$ cat config.mk
export PLATFORM = sky130hd
export DESIGN_NAME = pipeline_ctrl
export DESIGN_NICKNAME = d
export VERILOG_FILES = /design/src/rtl/pipeline_ctrl.sv
export SDC_FILE = /design/constraint.sdc
export NUM_CORES = 1
export LEC_CHECK = 0
export ABC_AREA = 0
export CAP_MARGIN = 20
export CORE_AREA = 4 4 41 43
export CTS_CLUSTER_SIZE = 25
export DETAILED_ROUTE_END_ITERATION = 6
export DIE_AREA = 0 0 45 47
export PLACE_DENSITY = 0.73
export SETUP_SLACK_MARGIN = 0.5
export SLEW_MARGIN = 30
export SYNTH_ARGS = -nofsm -noshare
export SYNTH_HDL_FRONTEND = slang
export SYNTH_SLANG_ARGS = --single-unit
$ cat constraint.sdc
create_clock -name clk -period 1.8 [get_ports clk]
set_clock_uncertainty 0.15 [all_clocks]
set_input_delay 0.36 -clock clk [delete_from_list [all_inputs] [get_ports clk]]
set_output_delay 0.36 -clock clk [all_outputs]
set_load 0.01 [all_outputs]
$ cat src/rtl/pipeline_ctrl.sv
// Stall/flush sequencer for the 5-stage core: zero-latency, combinational controls from state+inputs.
// Optional perf counters (perf_stall_cnt/perf_flush_cnt) are built only with PIPE_CTRL_PERF_EN defined.
module pipeline_ctrl #(
  parameter int XCPT_CYCLES = 2,
  parameter int PERF_W      = 32
) (
  input  logic             clk,
  input  logic             rst,
  input  logic             load_to_use_hazard,
  input  logic             branch_taken_exe,
  input  logic             icache_miss,
  input  logic             dcache_miss,
  input  logic             exc_req_mem,
  output logic             stall_fetch,
  output logic             stall_dec,
  output logic             stall_exe,
  output logic             stall_mem,
  output logic             kill_fetch,
  output logic             kill_dec,
  output logic             kill_exe,
  output logic             kill_mem,
  output logic             kill_wb,
  output logic             redirect_branch,
  output logic             redirect_xcpt,
  output logic [1:0]       ctrl_state
`ifdef PIPE_CTRL_PERF_EN
  ,
  output logic [PERF_W-1:0] perf_stall_cnt,
  output logic [PERF_W-1:0] perf_flush_cnt
`endif
);

  typedef enum logic [1:0] {
    RUN   = 2'd0,
    DMISS = 2'd1,
    XCPT  = 2'd2
  } state_t;

  localparam logic [3:0] CNT_INIT = 4'(XCPT_CYCLES - 1);

  if (XCPT_CYCLES < 1 || XCPT_CYCLES > 15) begin : g_bad_xcpt_cycles
    $error("pipeline_ctrl: XCPT_CYCLES must be 1..15");
  end
  if (PERF_W < 1) begin : g_bad_perf_w
    $error("pipeline_ctrl: PERF_W must be >= 1");
  end

  state_t     state, state_nxt;
  logic [3:0] cnt, cnt_nxt;

  logic [3:0] stall_raw;   // {fetch, dec, exe, mem}
  logic [4:0] kill_raw;    // {fetch, dec, exe, mem, wb}
  logic       rb_raw, rx_raw;
  logic [3:0] stall_q;
  logic [4:0] kill_q;

  always_ff @(posedge clk or posedge rst) begin
    if (rst) begin
      state <= RUN;
      cnt   <= 4'd0;
    end else begin
      state <= state_nxt;
      cnt   <= cnt_nxt;
    end
  end

  always_comb begin
    state_nxt = state;
    cnt_nxt   = cnt;
    unique case (state)
      RUN, DMISS: begin
        if (exc_req_mem) begin
          state_nxt = XCPT;
          cnt_nxt   = CNT_INIT;
        end else if (dcache_miss) begin
          state_nxt = DMISS;
        end else begin
          state_nxt = RUN;
        end
      end
      XCPT: begin
        if (cnt == 4'd0) begin
          state_nxt = RUN;
        end else begin
          cnt_nxt = cnt - 4'd1;
        end
      end
      default: begin
        state_nxt = RUN;
        cnt_nxt   = 4'd0;
      end
    endcase
  end

  always_comb begin
    stall_raw = 4'b0000;
    kill_raw  = 5'b00000;
    rb_raw    = 1'b0;
    rx_raw    = 1'b0;
    if (state == XCPT) begin
      kill_raw = 5'b01000;
    end else if (exc_req_mem) begin
      kill_raw = 5'b01111;
      rx_raw   = 1'b1;
    end else if (dcache_miss) begin
      stall_raw = 4'b1111;
      kill_raw  = 5'b00001;
    end else if (branch_taken_exe) begin
      kill_raw = 5'b01100;
      rb_raw   = 1'b1;
    end else if (load_to_use_hazard) begin
      stall_raw = 4'b1100;
      kill_raw  = 5'b00100;
    end else if (icache_miss) begin
      stall_raw = 4'b1000;
      kill_raw  = 5'b01000;
    end
  end

  // Reset forces bubbles everywhere; otherwise a kill always overrides a stall on the same stage.
  always_comb begin
    if (rst) begin
      stall_q = 4'b0000;
      kill_q  = 5'b11111;
    end else begin
      stall_q = stall_raw & ~kill_raw[4:1];
      kill_q  = kill_raw;
    end
  end

  assign {stall_fetch, stall_dec, stall_exe, stall_mem}        = stall_q;
  assign {kill_fetch, kill_dec, kill_exe, kill_mem, kill_wb}   = kill_q;
  assign redirect_branch = rb_raw & ~rst;
  assign redirect_xcpt   = rx_raw & ~rst;
  // DMISS ends in the very cycle dcache_miss drops, so the reported state does too.
  assign ctrl_state = (state == DMISS && !dcache_miss) ? RUN : state;

`ifdef PIPE_CTRL_PERF_EN
  always_ff @(posedge clk or posedge rst) begin
    if (rst) begin
      perf_stall_cnt <= '0;
      perf_flush_cnt <= '0;
    end else begin
      if (stall_fetch) perf_stall_cnt <= perf_stall_cnt + PERF_W'(1);
      if (redirect_branch || redirect_xcpt) perf_flush_cnt <= perf_flush_cnt + PERF_W'(1);
    end
  end
`endif

endmodule

# == Word level (Yosys, flattened, before mapping) ==
# Index checks and enable logic that the tools add are counted.
# word_totals
latchBits,0
reg_bits,6
ramBits,0
output_inout_bits,13
word_cells,47
mem_count,0
mem_bits_ro,0
in_bits,7
# op_classes
div_mod_pow,0
n_shift,0
eq_ne,5
n_mul,0
bitwise_logic,5
magnitude_cmp,0
addsub,1
n_reduce_logical,6
mux,28
# op_table
cell,count
$mux W4,15
$pmux W4 S2,1
$mux W1,7
$mux W2,3
$ne A2 B2 Y1 const B,3
$mux W5,1
$and A4 B4 Y4,1
$logic_not A4 Y1,1
$not A4 Y4,1
$pmux W2 S2,1
$sub A4 B1 Y4 const B,1
$and A1 B1 Y1,2
$eq A2 B1 Y1 const B,1
$eq A2 B2 Y1 const B,1
$logic_not A2 Y1,1
$reduce_and A2 Y1,1
$reduce_or A2 Y1,1
$logic_and A1 B1 Y1,1
$logic_not A1 Y1,1
$not A1 Y1,1

# == Depth between registers and ports, before layout ==
# depth
depth_word,9
depth_mapped,5
ltp_nobuf,5

# == Worst setup path after synthesis ==
# OpenSTA, ideal clock, no wires.
# synth_path
kind,reg-to-output
start,register state[1]
end,output port redirect_branch
required_time_ns,1.290
arrival_ns,1.098
stages_incl_launch_ff,5
path_buffers,1
setup_slack_ns,0.192
path_cell_list,dfrtp_1 > buf_2 > nor2b_1 > nor3_2 > and3b_1
# synth_via
elab_chain_cells,3
# synth_rtl
element,line_no,source
from (decl),48,"state_t state, state_nxt;"
from (signal assigned),62,state <= state_nxt;
$eq A2 B2 Y1,100,if (state == XCPT) begin
$mux W1,100,
$and A1 B1 Y1,133,assign redirect_branch = rb_raw & ~rst;
to (decl),23,"output logic redirect_branch,"
# No other way between the ends.

# == Worst setup path after layout ==
# Same ends and word-level chain as after synthesis.

==> reports/qor.yml <==
clk_latency_ns: 0.25
crit_path_max_incr_delay_ns: 0.37
critPathRequiredTime_ns: 1.29
cp.arrival_ns: 1.30
synth_nets: 65
finalSetupViolCount: 1
crit_path_frequent_cell: "buf_6"
yosys_most_used_dff: "dfrtp_1"
clockBufferDepth: 2
status: "finished with violations"
maxCapViolations: 0
intPower_w: 0.000797
finalCritPeriodShare_pct: 101
drc: 0
period_needed_ns: 1.81
cts_buffers: 3
postSynthCellCount: 56
grt.overflow.total: 0
die_w_um: 45
powerDensity_nw_per_um2: 1500
area_growth_pct: 102
end_kind: "output pin"
grt_first_pass_wirelength_um: 2310
grt_pass1_vias: 491
fillers: 100
clockRootBuffer: "clkbuf_4"
core_region_area_um2: 1300
synthArstFlopShare_pct: 100
grt_util_all_layers_pct: 16.0
final.setup.worst_slack_ns: -0.0115
grt_max_degree: 9
timing.fmax_mhz: 552
layout-drive-gt1-share_pct: 65.3
cts.sinks: 6
start_kind: "flip-flop"
crit_path_top_delay_cell: "dfrtp_1"
p_sw_share_pct: 41.7
place.gp.congestion: 0.851
crit_type: "flip-flop to output pin"
ff2ff_path_depth: 3
power_w: 0.00137
ys_types: 28
critical_path.max_fanout: 4
hold_violations: 0
num_vias: 579
boundaryPins: 20
yosysSeqAreaShare_pct: 33.2
seq_power_share_pct: 18.2
drt_first_pass_iters: 4
num_rows: 13
crit_chain: "nor2b_4 -> nor3_4 -> buf_6 -> and3b_2 -> buf_6"
clkPwrFrac_pct: 9.2
initial_core_util_pct: 34.7
vias_per_cell: 5.26
p_sw_w: 0.000570
mostFrequentLayoutCell: "buf_4"
finalMaxSlewViolations: 0
portBuffers: 19
syn-cell-area_um2: 452
hold_class: "primary input to async pin"
peakVddDrop_v: 0.00108
final_util_pct: 70.1
syn_avg_cell_area_um2: 8.07
final_nets: 106
htreeDepth: 1
drtAntennaViolNets: 0
p_leak_nw: 0.436
p_comb_share_pct: 72.6
slew_headroom_pct: 77.0
cts_tree: "yes"
ys_warn_count: 0
final_cell_mix: "buf_4, buf_2, buf_6"
clkTransAtPathRegs_ns: 0.04
antenna_found_initial: 0
die_h_um: 47
synth_edf_count: 0
diodes: 0
worstMarginPinSlew_ns: 0.345
drt-total-wl_um: 1660
dpl.hpwl_um: 932
die_area_um2: 2120
wire_per_inst_um: 15.1
ys_seq_elements: 6
hold_slack_ns: 0.0964
rsz0062_at_grt: "yes"
violations: "setup timing"
drt_iter0_markers: 12
## Yosys cell counts (2+ instances only)
cell | count | share of area [%]
dfrtp_1 | 6 | 33
o21ai_0 | 4 | 4.4
inv_1 | 7 | 5.8
o22ai_1 | 2 | 2.8
o21a_1 | 3 | 5.0
ha_1 | 2 | 5.5
a21oi_1 | 4 | 4.4
nor2_1 | 5 | 4.2
clkbuf_1 | 2 | 1.7
and2_1 | 3 | 4.2
## flip-flops by register name, summed over array words and instances, names as in the netlist
signal,flops
cnt,4
state,2
## logic make-up after synthesis
family,share of synthesized area (%)
simple gates,21.9
buf+inv,10.3
flops,33.2
fa+ha+maj,5.54
compound gates,29.1
## metal layers
layer | vias to the layer above | global-route usage, % | wire [um]
met3 | 8 | 6.51 | 114
met2 | 20 | 24.3 | 852
met4 | 0 | 8.77 | 72
met1 | 273 | 19.3 | 618
met5 | - | 0 | 0
li1 | 278 | - | -
## stage by stage
stage | TNS [ns] | cell area [um^2] | instances | worst slack (ns)
after floorplan | 0 | 513 | 56 | 0.224
after global placement | -5.59 | 761 | 96 | -0.543
after detailed placement | -5.91 | 761 | 96 | -0.589
after CTS | 0 | 797 | 104 | 0.00575
after global routing | -0.332 | 912 | 110 | -0.0849
final | -0.0115 | 912 | 110 | -0.0115
## worst paths after layout
path                              endpoint  slack [ns]  startpoint
setup / recovery           redirect_branch       -0.01    state[1]
hold / removal                    state[1]         0.1         rst
setup reg to reg                    cnt[3]        0.23      cnt[0]
hold reg to reg                     cnt[2]        0.38      cnt[2]
max in group asynchronous           cnt[2]        1.30         rst
min in group clk                    cnt[2]        0.38      cnt[2]
## worst max-delay path, delay by kind of cell, from the launching register on
family | cells | cell delay (ns)
buf+inv | 2 | 0.23
flops | 1 | 0.37
simple gates | 3 | 0.46
## power by group through the flow
stage / clock network [W] / logic [W] / registers, W
2_1_floorplan: 0 / 0.000400 / 0.000238
3_3_place_gp: 0 / 0.000598 / 0.000247
3_5_place_dp: 0 / 0.000608 / 0.000247
4_1_cts: 0.000125 / 0.000683 / 0.000253
5_1_grt: 0.000141 / 0.00107 / 0.000256
6_report: 0.000126 / 0.000992 / 0.000249
## repair_timing
action | in CTS | in global routing
endpoints found under the setup margin | 19 | 17
hold buffers | 0 | 0
setup buffers | 5 | 6
gates resized for setup | 74 | 16
gates cloned | 0 | 0
pin swaps | 8 | 6
## area by class of cell
class | count | area, um^2 | share of cell area, %
tap | 15 | 18.8 | 2.06
timing repair buffer | 40 | 312 | 34.2
clock buffer | 3 | 22.5 | 2.47
inverter | 7 | 26.3 | 2.88
sequential | 6 | 151 | 16.6
multi-input combinational | 39 | 382 | 41.8
Note: power is estimated with default switching activity, not from simulation.
